### config.mk
export PLATFORM = sky130hd
export DESIGN_NAME = eth_tx_arbiter
export DESIGN_NICKNAME = d
export VERILOG_FILES = /design/src/rtl/eth_arb_pkg.sv /design/src/rtl/axis_skid_buffer.sv /design/src/rtl/eth_tx_arbiter.sv
export SDC_FILE = /design/constraint.sdc
export NUM_CORES = 1
export LEC_CHECK = 0
export CAP_MARGIN = 20
export CORE_MARGIN = 5
export CORE_UTILIZATION = 40
export DETAILED_ROUTE_END_ITERATION = 8
export PLACE_DENSITY = 0.72
export REMOVE_ABC_BUFFERS = 1
export SKIP_CTS_REPAIR_TIMING = 1
export SLEW_MARGIN = 20
export SYNTH_ARGS = -nofsm -noshare
export SYNTH_HDL_FRONTEND = slang
export SYNTH_SLANG_ARGS = --single-unit
### constraint.sdc
create_clock -name clk_125 -period 2.23 [get_ports clk_125]
set_input_delay 0.3345 -clock clk_125 [delete_from_list [all_inputs] [get_ports clk_125]]
set_output_delay 0.3345 -clock clk_125 [all_outputs]
set_load 0.02 [all_outputs]
### src/rtl/eth_arb_pkg.sv
// eth_arb_pkg: shared types, widths and round-robin helper for the Ethernet TX arbiter.
package eth_arb_pkg;
   typedef enum logic [1:0] {IDLE, XFER, FLUSH} arb_state_t;
   localparam int ETH_BYTE_W = 8;
   // First requester after ptr, wrapping at n; returns ptr when nobody requests.
   function automatic logic [2:0] rr_select(input logic [7:0] req, input logic [2:0] ptr, input int n);
      rr_select = ptr;
      for (int k = 8; k >= 1; k--)
         if (k <= n && req[(int'(ptr) + k) % n]) rr_select = 3'((int'(ptr) + k) % n);
   endfunction
endpackage

### src/rtl/axis_skid_buffer.sv
// axis_skid_buffer: registered 2-entry AXI-Stream buffer carrying tdata/tlast/tuser.
// Upstream ready depends only on occupancy, so downstream ready never reaches the source combinationally.
module axis_skid_buffer #(
   parameter int DATA_WIDTH = 8
) (
   input  logic                  clk_125,
   input  logic                  reset_n,
   input  logic [DATA_WIDTH-1:0] s_tdata,
   input  logic                  s_tvalid,
   input  logic                  s_tlast,
   input  logic                  s_tuser,
   output logic                  s_trdy,
   output logic [DATA_WIDTH-1:0] m_tdata,
   output logic                  m_tvalid,
   output logic                  m_tlast,
   output logic                  m_tuser,
   input  logic                  m_trdy
);
   logic [DATA_WIDTH+1:0] head, tail, beat;
   logic [1:0] count;
   logic push, pop;
   assign beat = {s_tuser, s_tlast, s_tdata};
   assign s_trdy = count != 2'd2;
   assign m_tvalid = count != 2'd0;
   assign {m_tuser, m_tlast, m_tdata} = head;
   assign push = s_tvalid & s_trdy;
   assign pop = m_tvalid & m_trdy;
   always_ff @(posedge clk_125) begin
      if (!reset_n) begin
         head <= '0;
         tail <= '0;
         count <= '0;
      end else begin
         if (pop && count == 2'd2) head <= tail;
         else if (push && (count == 2'd0 || pop)) head <= beat;
         if (push && !pop && count == 2'd1) tail <= beat;
         count <= count + 2'(push) - 2'(pop);
      end
   end
endmodule

### src/rtl/eth_tx_arbiter.sv
// eth_tx_arbiter: packet-granular round-robin mux of NUM_PORTS AXI-Stream sources onto the MAC TX stream.
// Define ETH_TX_ARB_TIMEOUT_EN to terminate and flush packets whose source stalls for TIMEOUT_CYCLES.
module eth_tx_arbiter
   import eth_arb_pkg::*;
#(
   parameter int NUM_PORTS      = 2,
   parameter int DATA_WIDTH     = ETH_BYTE_W,
   parameter int TIMEOUT_CYCLES = 1024
) (
   input  logic                            clk_125,
   input  logic                            reset_n,
   input  logic [NUM_PORTS*DATA_WIDTH-1:0] s_axis_tdata,
   input  logic [NUM_PORTS-1:0]            s_axis_tvalid,
   input  logic [NUM_PORTS-1:0]            s_axis_tlast,
   input  logic [NUM_PORTS-1:0]            s_axis_tuser,
   output logic [NUM_PORTS-1:0]            s_axis_trdy,
   output logic [DATA_WIDTH-1:0]           m_axis_tdata,
   output logic                            m_axis_tvalid,
   output logic                            m_axis_tlast,
   output logic                            m_axis_tuser,
   input  logic                            m_axis_trdy,
   output logic [$clog2(NUM_PORTS)-1:0]    grant_idx,
   output logic                            busy,
   output logic [15:0]                     pkt_count
);
   localparam int GW = $clog2(NUM_PORTS);
   if (NUM_PORTS < 2 || NUM_PORTS > 8 || TIMEOUT_CYCLES < 1) begin : g_bad_cfg
      $error("eth_tx_arbiter: unsupported parameter set");
   end
   arb_state_t state, state_nx;
   logic [GW-1:0] ptr;
   logic buf_rdy, push, push_last, push_user, g_valid, g_last;
   logic [DATA_WIDTH-1:0] push_data;
   assign g_valid = s_axis_tvalid[grant_idx];
   assign g_last = s_axis_tlast[grant_idx];
   assign busy = state != IDLE;
`ifdef ETH_TX_ARB_TIMEOUT_EN
   localparam int TW = $clog2(TIMEOUT_CYCLES + 1);
   logic [TW-1:0] tmo;
   always_ff @(posedge clk_125) begin
      if (!reset_n || state != XFER || push) tmo <= '0;
      else if (!g_valid && tmo != TW'(TIMEOUT_CYCLES)) tmo <= tmo + 1'b1;
   end
`endif
   always_comb begin
      state_nx = state;
      s_axis_trdy = '0;
      push = 1'b0;
      push_data = s_axis_tdata[grant_idx*DATA_WIDTH +: DATA_WIDTH];
      push_last = g_last;
      push_user = s_axis_tuser[grant_idx];
      case (state)
         IDLE: if (|s_axis_tvalid) state_nx = XFER;
         XFER: begin
`ifdef ETH_TX_ARB_TIMEOUT_EN
            if (tmo == TW'(TIMEOUT_CYCLES)) begin
               push = buf_rdy;
               push_data = '0;
               push_last = 1'b1;
               push_user = 1'b1;
               if (buf_rdy) state_nx = FLUSH;
            end else
`endif
            begin
               s_axis_trdy[grant_idx] = buf_rdy;
               push = g_valid & buf_rdy;
               if (push && g_last) state_nx = IDLE;
            end
         end
`ifdef ETH_TX_ARB_TIMEOUT_EN
         FLUSH: begin
            s_axis_trdy[grant_idx] = 1'b1;
            if (g_valid && g_last) state_nx = IDLE;
         end
`endif
         default: state_nx = IDLE;
      endcase
   end
   always_ff @(posedge clk_125) begin
      if (!reset_n) begin
         state <= IDLE;
         grant_idx <= '0;
         ptr <= GW'(NUM_PORTS - 1);
         pkt_count <= '0;
      end else begin
         state <= state_nx;
         if (state == IDLE && state_nx == XFER)
            grant_idx <= GW'(rr_select(8'(s_axis_tvalid), 3'(ptr), NUM_PORTS));
         if (state != IDLE && state_nx == IDLE) ptr <= grant_idx;
         if (m_axis_tvalid && m_axis_trdy && m_axis_tlast) pkt_count <= pkt_count + 1'b1;
      end
   end
   axis_skid_buffer #(.DATA_WIDTH(DATA_WIDTH)) u_skid (
      .clk_125(clk_125),
      .reset_n(reset_n),
      .s_tdata(push_data),
      .s_tvalid(push),
      .s_tlast(push_last),
      .s_tuser(push_user),
      .s_trdy(buf_rdy),
      .m_tdata(m_axis_tdata),
      .m_tvalid(m_axis_tvalid),
      .m_tlast(m_axis_tlast),
      .m_tuser(m_axis_tuser),
      .m_trdy(m_axis_trdy)
   );
endmodule

## Word level (Yosys, flattened, before mapping)

Cells that the tools add are included.

| word-level totals | value |
|---|---|
| bits in registers | 42 |
| input port bits | 25 |
| output and inout bits | 31 |
| logic and storage cells | 70 |

| cells by class | value |
|---|---|
| add/sub/neg operators | 5 |
| magnitude comparators | 4 |
| equality and inequality tests | 5 |
| shifts and indexed selects | 1 |
| muxes and demuxes | 23 |
| bitwise gates (word level) | 6 |
| reductions and logical operators | 19 |

Operator list:

| operator | count |
|---|---|
| 10-bit two-way mux | 2 |
| 16-bit by 1-bit adder with 16-bit output, second input constant | 1 |
| 16-bit by 5-bit indexed part select with 8-bit output | 1 |
| 1-bit two-way mux | 14 |
| 1-bit logical AND | 10 |
| 2-bit by 5-bit less-than comparator with 1-bit output, second input constant | 2 |
| 2-bit by 1-bit equality test with 1-bit output, second input constant | 3 |
| 2-bit zero test | 3 |
| 2-bit two-way mux | 3 |
| 2-bit nonzero test | 3 |
| 1-bit binary-select mux with 2-bit select | 2 |
| 2-bit one-hot mux with 2 select lines | 1 |
| 1-bit AND | 3 |
| 1-bit adder, second input constant | 2 |
| 2-bit by 1-bit adder with 2-bit output | 1 |
| 1-bit AND, first input constant | 2 |
| 2-bit AND | 1 |
| 2-bit equality test, second input constant | 1 |
| 1-bit by 2-bit less-than comparator with 1-bit output, second input constant | 1 |
| 2-bit inequality test, second input constant | 1 |
| 2-bit OR reduction | 1 |
| 2-bit by 1-bit subtractor with 2-bit output | 1 |
| 1-bit demux with 1-bit select | 1 |
| 1-bit greater-or-equal comparator, second input constant | 1 |
| 2 further kinds | 2 |

## Longest topological paths before layout

Gate-level depths: netlist of the first run.

| depth | value |
|---|---|
| depth in word-level cells | 8 |
| mapped depth | 10 |
| depth with buffers taken out | 9 |

## By module

Synthesis of the first run repeated with hierarchy kept, for this count alone.

| unflattened totals | value |
|---|---|
| cell total of the unflattened synthesis | 241 |
| area, all modules | 2203.4 um2 |

Modules (own cells, without submodules):

| module | instances | cells each | area each (um2) | seq. area each (um2) |
|---|---|---|---|---|
| axis_skid_buffer | 1 | 126 | 1163.6 | 440.4 |
| eth_tx_arbiter | 1 | 115 | 1039.7 | 400.4 |

## Least setup slack after synthesis of the first run

OpenSTA, ideal clock, no wires.

| timing | value |
|---|---|
| kind | register to output |
| from | reg grant_idx |
| to | out s_axis_trdy[1] |
| data arrival time | 1601 ps |
| path slack | 295 ps |
| cell stages (with the launch flop) | 4 |
| path buffers | 2 |
| cells stage by stage | dfxtp_1 > buf_2 > buf_1 > nor3b_1 |

| between the ends | value |
|---|---|
| word-level cells in the longest chain between the ends | 6 |
| elaborated cells between the ends (all ways) | 7 |
| classes of those cells | order compare (2); mux (3); bitwise (1); reduce/logical (1) |

RTL lines:

| what | RTL line | source |
|---|---|---|
| from (decl) | eth_tx_arbiter.sv:22 | `output logic [$clog2(NUM_PORTS)-1:0] grant_idx,` |
| from (signal assigned) | eth_tx_arbiter.sv:88 | `grant_idx <= GW'(rr_select(8'(s_axis_tvalid), 3'(ptr), NUM_PORTS));` |
| 1-bit by 2-bit less-than comparator with 1-bit output (not written as such) or 1-bit greater-or-equal comparator (tied branches) | eth_tx_arbiter.sv:65 | `s_axis_trdy[grant_idx] = buf_rdy;` |
| 1-bit logical AND (not written as such) | eth_tx_arbiter.sv:65 |  |
| 1-bit two-way mux (not written as such) | eth_tx_arbiter.sv:65 |  |
| 1-bit demux with 1-bit select * | eth_tx_arbiter.sv:65 |  |
| 2-bit AND (no line) * | -- |  |
| 2-bit two-way mux * | eth_tx_arbiter.sv:52 | `case (state)` |
| to (decl) | eth_tx_arbiter.sv:16 | `output logic [NUM_PORTS-1:0] s_axis_trdy,` |

Mark *: on every way between the ends. The rest lies on a longest branch, timed or not.

## Worst setup path in the final report of the first run

| timing | value |
|---|---|
| from | reg u_skid.count[0] |
| to | out s_axis_trdy[0] |

| between the ends | value |
|---|---|
| word-level cells in the longest chain between the ends | 3 |

RTL lines:

| what | RTL line | source |
|---|---|---|
| from (decl) | axis_skid_buffer.sv:20 | `logic [1:0] count;` |
| from (signal assigned) | axis_skid_buffer.sv:37 | `count <= count + 2'(push) - 2'(pop);` |
| 2-bit inequality test | axis_skid_buffer.sv:23 | `assign s_trdy = count != 2'd2;` |
| 2-bit AND (no line) | -- |  |
| 2-bit two-way mux | eth_tx_arbiter.sv:52 |  |

No other way between the ends.

==> impl_metrics.csv, run 1 <==
group,metric,value,unit
outcome,run_status,"finished, final reports clean",
sta,fin_tns_setup,0,ns
critical_path,crit_path_end_kind,"output pin",
grt,groute.usage.overall,14.80,%
sta,post_route_clock_skew,0.005487,ns
synthesis,synth_top_area_share,41.66,%
power,power.ir.vdd_worst,513.2,µV
sta,rsz0062_at_grt,"false",
clocking,cts_inserted_buffers,5,
floorplanning,starting_density,41.90,%
sta,final_period_minus_worst_setup_slack,2.086,ns
sta,max_clock_freq,0.4793,GHz
floorplanning,die_x,81.03,µm
route,detail-route-antenna-nets,0,
sta,final_hold_viol_count,0,
flow_run,maxCapViolations,0,
cells_and_area,final_layout_size_suffix_gt1_share,6.762,%
power,net-switching-power,531.9,µW
cells_and_area,finalNetCount,309,
route,detail_route.drc_violations,0,
route,detailed_routing_iterations_pass_1,4,
grt,first_global_vias,1741,
sta,layout_worst_path_cycle_share,93.56,%
placed_design,placement.io_buffers,55,
sta,finalHoldWorstSlack,0.4562,ns
grt,global_route_wire_length_before_repair,7.617,mm
route,post_drt_wl_per_cell,12.51,µm
min_path,timing.hold.worst.class,"flop to flop",
critical_path,r2r_start,"pkt_count[5]",
synthesis,synth_cell_types,41,
critical_path,path_max_fanout,7,
clocking,cts_root_buf,"clkbuf_8",
clocking,cts_tree,"done",
min_path,worst_hold_startpoint,"u_skid.head[7]",
synthesis,netlist_area,2018,µm²
clocking,cts_num_sinks,42,
floorplanning,io_pins,56,
critical_path,critical_path_arrival,1.75,ns
sta,final-setup-viol-count,0,
power,p_comb_share,25.6,%
critical_path,worst_ep_required_time,1.90,ns
route,drc_marker_count_from_the_first_detailed_route_iteration,53,
floorplanning,floorplan.die.height,81.03,µm
clocking,worst_skew_pair.late_latency,0.29,ns
floorplanning,floorplan.die_area,6566,µm²
clocking,worst_case_clock_buffer_depth,2,
grt,grt_overflow,0,
cells_and_area,count_of_antenna_diodes_in_the_layout,0,
clocking,clk_transition_reported_paths,0.08,ns
critical_path,cp_class,"flop to output pin",
route,avgViaCountPerCell,5.026,
synthesis,synth_top_flop_cell,"dfxtp_1",
synthesis,synthDominantAreaCellType,"dfxtp_1",
synthesis,ys_seq_area_share,41.66,%
power,p_leak,0.0009519,µW
placed_design,place_congestion,0.7208,
power,power.switching_fraction,29.93,%
floorplanning,num_rows,25,
cells_and_area,final_util,56.65,%
sta,timing.final.ws_setup,0.1435,ns
power,clock_power_share,25.6,%
power,power_report.internal_total,1245,µW
synthesis,async_flop_share,0,%
cells_and_area,syn2layout_area_growth,35.21,%
placed_design,hpwlAfterDp,3.196,mm
synthesis,postSynthRegisterBits,42,
route,finalWirelength,4.353,mm
route,detailroute.via_count,1749,
sta,final_max_slew_viol_count,0,
power,seqPwrFrac,48.7,%
power,power.density,651.2,nW/µm²
critical_path,setup.worst_path.start_class,"flop",
synthesis,synthesis.instances,226,
synthesis,ys.warnings.count,0,
synthesis,synth_enable_flop_cells,0,
critical_path,crit_path_start,"u_skid.count[0]",
grt,antenna_found_initial,0,
synthesis,postSynthAreaPerCell,8.930,µm²
cells_and_area,fillerInstances,465,
grt,grt_start_max_net_pins,28,
placed_design,post-place-ws,0.1175,ns
synthesis,post_synth_main_area_contributors,"dfxtp_1 42%, mux2i_1 11%, nand2_1 5.2%, nor2_1 4.6%, o211ai_1 4.1%",
clocking,h-tree-depth,2,
floorplanning,floorplan_core_area,4817,µm²
[cells in the final DEF, fill, tap and decap left out, drive strengths merged, types with 2 or more instances in the layout]
| master | count |
|---|---|
| clkdlybuf4s50 | 54 |
| dfxtp | 42 |
| nand2 | 28 |
| nor2 | 25 |
| mux2i | 22 |
| o211ai | 12 |
| xnor2 | 9 |
| a211oi | 9 |
| inv | 8 |
| buf | 8 |
| clkbuf | 7 |
| nor3 | 6 |
| a21oi | 5 |
| or4 | 5 |
| o31ai | 4 |
| nand3 | 3 |
| nor4 | 3 |
| ha | 3 |
| and2 | 2 |
| nand2b | 2 |
| nor3b | 2 |
| xor2 | 2 |
| o21a | 2 |
| mux2 | 2 |
| nand4 | 2 |
[flip-flops by register name, indices dropped and copies added, names as in the netlist]
name / cells
grant_idx: 1
pkt_count: 16
ptr: 1
state: 2
u_skid.count: 2
u_skid.head: 10
u_skid.tail: 10
[critical path: stages, from the launching register on]
cell	delay, ns
dfxtp_2	0.43
nand2b_1	0.15
nand2_1	0.09
nor3_1	0.15
clkdlybuf4s50_1	0.64
[synth_stat cells, drive strengths merged (4+ instances only)]
library cell	number
mux2i	22
clkbuf	7
xnor2	9
o211ai	12
nand2	28
nor3	6
a21oi	5
or4	5
dfxtp	42
buf	8
nor2	25
a211oi	9
inv	8
o31ai	4
[kinds of logic after synthesis]
group | after synthesis | share of synthesized area [%]
AOI/OAI and AO/OA | 37 | 14.88
and+or+nand+nor | 83 | 19.53
adders and majority gates | 3 | 1.860
other | 1 | 0.1858
xor gates and xnor gates | 11 | 4.774
buffers and inverters | 25 | 5.084
DFF | 42 | 41.66
muxes | 24 | 12.03
[path summary, 6_finish.rpt]
check	endpoint	slack, ns	depth (start not counted)
max	s_axis_trdy[0]	0.14	4
max reg2reg	pkt_count[13]	0.33	4
min	u_skid.head[7]	0.46	2
min reg2reg	u_skid.head[7]	0.46	2
[per-stage QoR]
step	std cells	total power, µW	cell area [µm²]
2_1_floorplan	211	1138	1954
3_3_place_gp	341	1335	2649
3_5_place_dp	341	1343	2649
4_1_cts	348	1800	2725
5_1_grt	348	1882	2729
6_report	348	1777	2729
[routing by layer]
layer / vias to the layer above / GRT usage (%) / part of all wire (%)
met5: - / 0 / 0
met4: 0 / 7.432 / 0.85
met3: 4 / 3.215 / 5.3
met2: 35 / 23.97 / 48
met1: 812 / 18.50 / 46
li1: 898 / - / -
[power by group through the flow]
stage | registers, µW | logic (µW) | clock network (µW)
final | 866 | 455 | 455
after global routing | 874 | 504 | 504
after CTS | 864 | 463 | 472
after detailed placement | 882 | 462 | 0
after global placement | 880 | 456 | 0
after floorplan | 908 | 230 | 0
[layout make-up]
cell class	count	area [µm²]	area share [%]
well taps	67	83.83	3.072
clock buffers	7	76.32	2.797
repair buffers	63	613.1	22.47
inverters	10	38.79	1.421
multi-input cells	159	1075	39.39
flip-flops and latches	42	842.1	30.86
Power figures use the tool's default switching activity.
==> run 2, diff against run 1 <==
--- a/config.mk
+++ b/config.mk
@@ -9,7 +9,7 @@
 export CORE_MARGIN = 5
 export CORE_UTILIZATION = 40
 export DETAILED_ROUTE_END_ITERATION = 8
-export PLACE_DENSITY = 0.72
+export PLACE_DENSITY_LB_ADDON = 0.3
 export REMOVE_ABC_BUFFERS = 1
 export SKIP_CTS_REPAIR_TIMING = 1
 export SLEW_MARGIN = 20
==> run 2 against run 1 <==
Against the previous run:
- worst hold slack improved by 0.0030 ns
- power grew 15%
- critical path depth unchanged
- cell count up 0.57%
- flip-flop and latch count is the same
- sequential power decreased by 2.4%
- design area grew 2.5%
- via count is 0.40% lower
- sequential share of layout area down 0.79 points
==> impl_metrics.csv, run 2 (synthesis gave the netlist of run 1 again) <==
group,metric,value,unit
sta,final_hold_viol_count,0,
floorplanning,floorplan.die.height,81.03,µm
sta,final_period_minus_worst_setup_slack,2.056,ns
placed_design,place_congestion,0.7329,
clocking,cts_num_sinks,42,
route,detailroute.via_count,1742,
power,clock_power_share,35.1,%
power,p_comb_share,23.7,%
cells_and_area,finalNetCount,310,
min_path,worst_hold_startpoint,"u_skid.head[7]",
route,detail-route-antenna-nets,0,
grt,first_global_vias,1716,
grt,antenna_found_initial,0,
sta,timing.final.ws_setup,0.1740,ns
critical_path,ff2ff_path_depth,4,
power,power.switching_fraction,27.50,%
cells_and_area,final_layout_size_suffix_gt1_share,7.774,%
flow_run,maxCapViolations,0,
critical_path,worstPathCellList,"nand2b_1 -> nand2_1 -> nor3_1 -> clkdlybuf4s50_1",
route,finalWirelength,4.363,mm
cells_and_area,most_frequent_cells_in_the_layout,"54 x clkdlybuf4s50_1, 42 x dfxtp_1, 28 x nand2_1, 25 x nor2_1, 22 x mux2i_1",
critical_path,path_max_fanout,7,
placed_design,post-place-ws,0.2095,ns
clocking,h-tree-depth,2,
sta,post_route_clock_skew,0.006854,ns
sta,final_max_slew_viol_count,0,
power,power_report.internal_total,1486,µW
cells_and_area,most_common_library_cell_in_the_layout_ignoring_fill_and_taps,"clkdlybuf4s50_1",
cells_and_area,count_of_antenna_diodes_in_the_layout,0,
power,seqPwrFrac,41.2,%
grt,grt_overflow,0,
critical_path,critical-path-max-stage-delay,0.63,ns
min_path,holdPathStages,2,
clocking,worst_skew_pair.late_latency,0.29,ns
floorplanning,die_x,81.03,µm
grt,grt_start_max_net_pins,25,
route,drc_marker_count_from_the_first_detailed_route_iteration,47,
critical_path,cp_class,"flop to output pin",
cells_and_area,post_layout_inst_area,2796,µm²
clocking,cts_inserted_buffers,5,
clocking,worst_case_clock_buffer_depth,2,
outcome,run_status,"finished, final reports clean",
grt,global_route_wire_length_before_repair,7.652,mm
floorplanning,starting_density,41.90,%
route,detail_route.drc_violations,0,
critical_path,critical_path_arrival,1.72,ns
floorplanning,floorplan_core_area,4817,µm²
power,power.ir.vdd_worst,494.3,µV
cells_and_area,syn2layout_area_growth,38.56,%
sta,rsz0062_at_grt,"false",
cells_and_area,reg.largest.list,"pkt_count: 16 flops, u_skid.head: 10 flops, u_skid.tail: 10 flops",
min_path,timing.hold.worst.class,"flop to flop",
sta,max_clock_freq,0.4864,GHz
cells_and_area,fillerInstances,462,
route,avgViaCountPerCell,4.977,
critical_path,critPathTopFamily,"buffers and inverters",
critical_path,worst_r2r_endpoint,"pkt_count[13]",
critical_path,crit_slowest_cell,"clkdlybuf4s50_1",
route,post_drt_wl_per_cell,12.47,µm
critical_path,setup.worst_path.start_class,"flop",
placed_design,placement.io_buffers,55,
critical_path,timing.critical_path.buf_inv,1,
placed_design,hpwlAfterDp,3.189,mm
cells_and_area,largest_register_ff_count,16,
clocking,cts_root_buf,"clkbuf_8",
sta,final-setup-viol-count,0,
power,net-switching-power,563.6,µW
sta,fin_tns_setup,0,ns
critical_path,worst_ep_required_time,1.90,ns
clocking,cts_tree,"done",
critical_path,r2r_start,"pkt_count[5]",
floorplanning,floorplan.die_area,6566,µm²
sta,layout_worst_path_cycle_share,92.20,%
power,p_leak,0.0009868,µW
floorplanning,num_rows,25,
critical_path,ff2ff_setup_slack,0.32,ns
grt,groute.usage.overall,14.90,%
min_path,whs_endpoint,"u_skid.head[7]",
power,power.density,732.9,nW/µm²
critical_path,crit_path_end_kind,"output pin",
route,detailed_routing_iterations_pass_1,4,
floorplanning,io_pins,56,
clocking,clk_transition_reported_paths,0.08,ns
cells_and_area,max_flop_register,"pkt_count",
placed_design,cell_area_placed,2656,µm²
run 2: worst register-to-register path, cell delays in order (launching register included):
cell     delay, ns
dfxtp_1       0.44
nand4_2       0.14
or4_1         0.66
or4_1         0.45
a21oi_1       0.16
run 2: power groups by stage:
stage | Combinational (µW) | Sequential, µW | Clock (µW)
finish | 486 | 845 | 718
CTS | 495 | 845 | 733
floorplan | 230 | 908 | 0
global placement | 483 | 863 | 0
detailed placement | 493 | 863 | 0
global route | 545 | 853 | 772
run 2: worst max path at each step:
stage | depth (start not counted) | slack [ns] | from | to
after global routing | 4 | 0.02 | u_skid.count[1] | s_axis_trdy[0]
after CTS | 4 | 0.11 | u_skid.count[1] | s_axis_trdy[1]
after floorplan | 6 | 0.25 | grant_idx | u_skid.count[1]
final | 4 | 0.17 | u_skid.count[1] | s_axis_trdy[0]
after global placement | 5 | 0.22 | m_axis_trdy | pkt_count[14]
after detailed placement | 5 | 0.21 | m_axis_trdy | pkt_count[13]
run 2: layout make-up:
cell class | instances | area (µm²) | share of cell area [%]
clock inverters | 3 | 68.82 | 2.461
clock buffers | 5 | 68.82 | 2.461
inverters | 10 | 38.79 | 1.387
multi-input cells | 159 | 1075 | 38.43
repair buffers | 64 | 620.6 | 22.19
flip-flops and latches | 42 | 840.8 | 30.07
well taps | 67 | 83.83 | 2.998
run 2: stage by stage:
step	hold slack (ns)	total power (µW)	cells	utilization, %
after floorplan	0.3964	1138	211	-
after detailed placement	0.4452	1355	342	55.14
after CTS	0.4634	2073	350	58.00
final	0.4593	2050	350	58.05
after global placement	0.4420	1346	342	55.14
after global routing	0.4771	2169	350	58.05
run 2: layer usage:
| metal | GRT usage [%] | share of wire (%) | up-vias |
|---|---|---|---|
| li1 | - | - | 907 |
| met2 | 24.63 | 47 | 39 |
| met5 | 0 | 0 | - |
| met4 | 6.081 | 1.8 | 0 |
| met3 | 4.213 | 5.1 | 8 |
| met1 | 18.18 | 46 | 788 |
==> run 3, diff against run 2 <==
--- a/config.mk
+++ b/config.mk
@@ -5,7 +5,6 @@
 export SDC_FILE = /design/constraint.sdc
 export NUM_CORES = 1
 export LEC_CHECK = 0
-export CAP_MARGIN = 20
 export CORE_MARGIN = 5
 export CORE_UTILIZATION = 40
 export DETAILED_ROUTE_END_ITERATION = 8
==> results of run 3 <==
The final DEF is identical to that of run 2; final timing and power are the same.
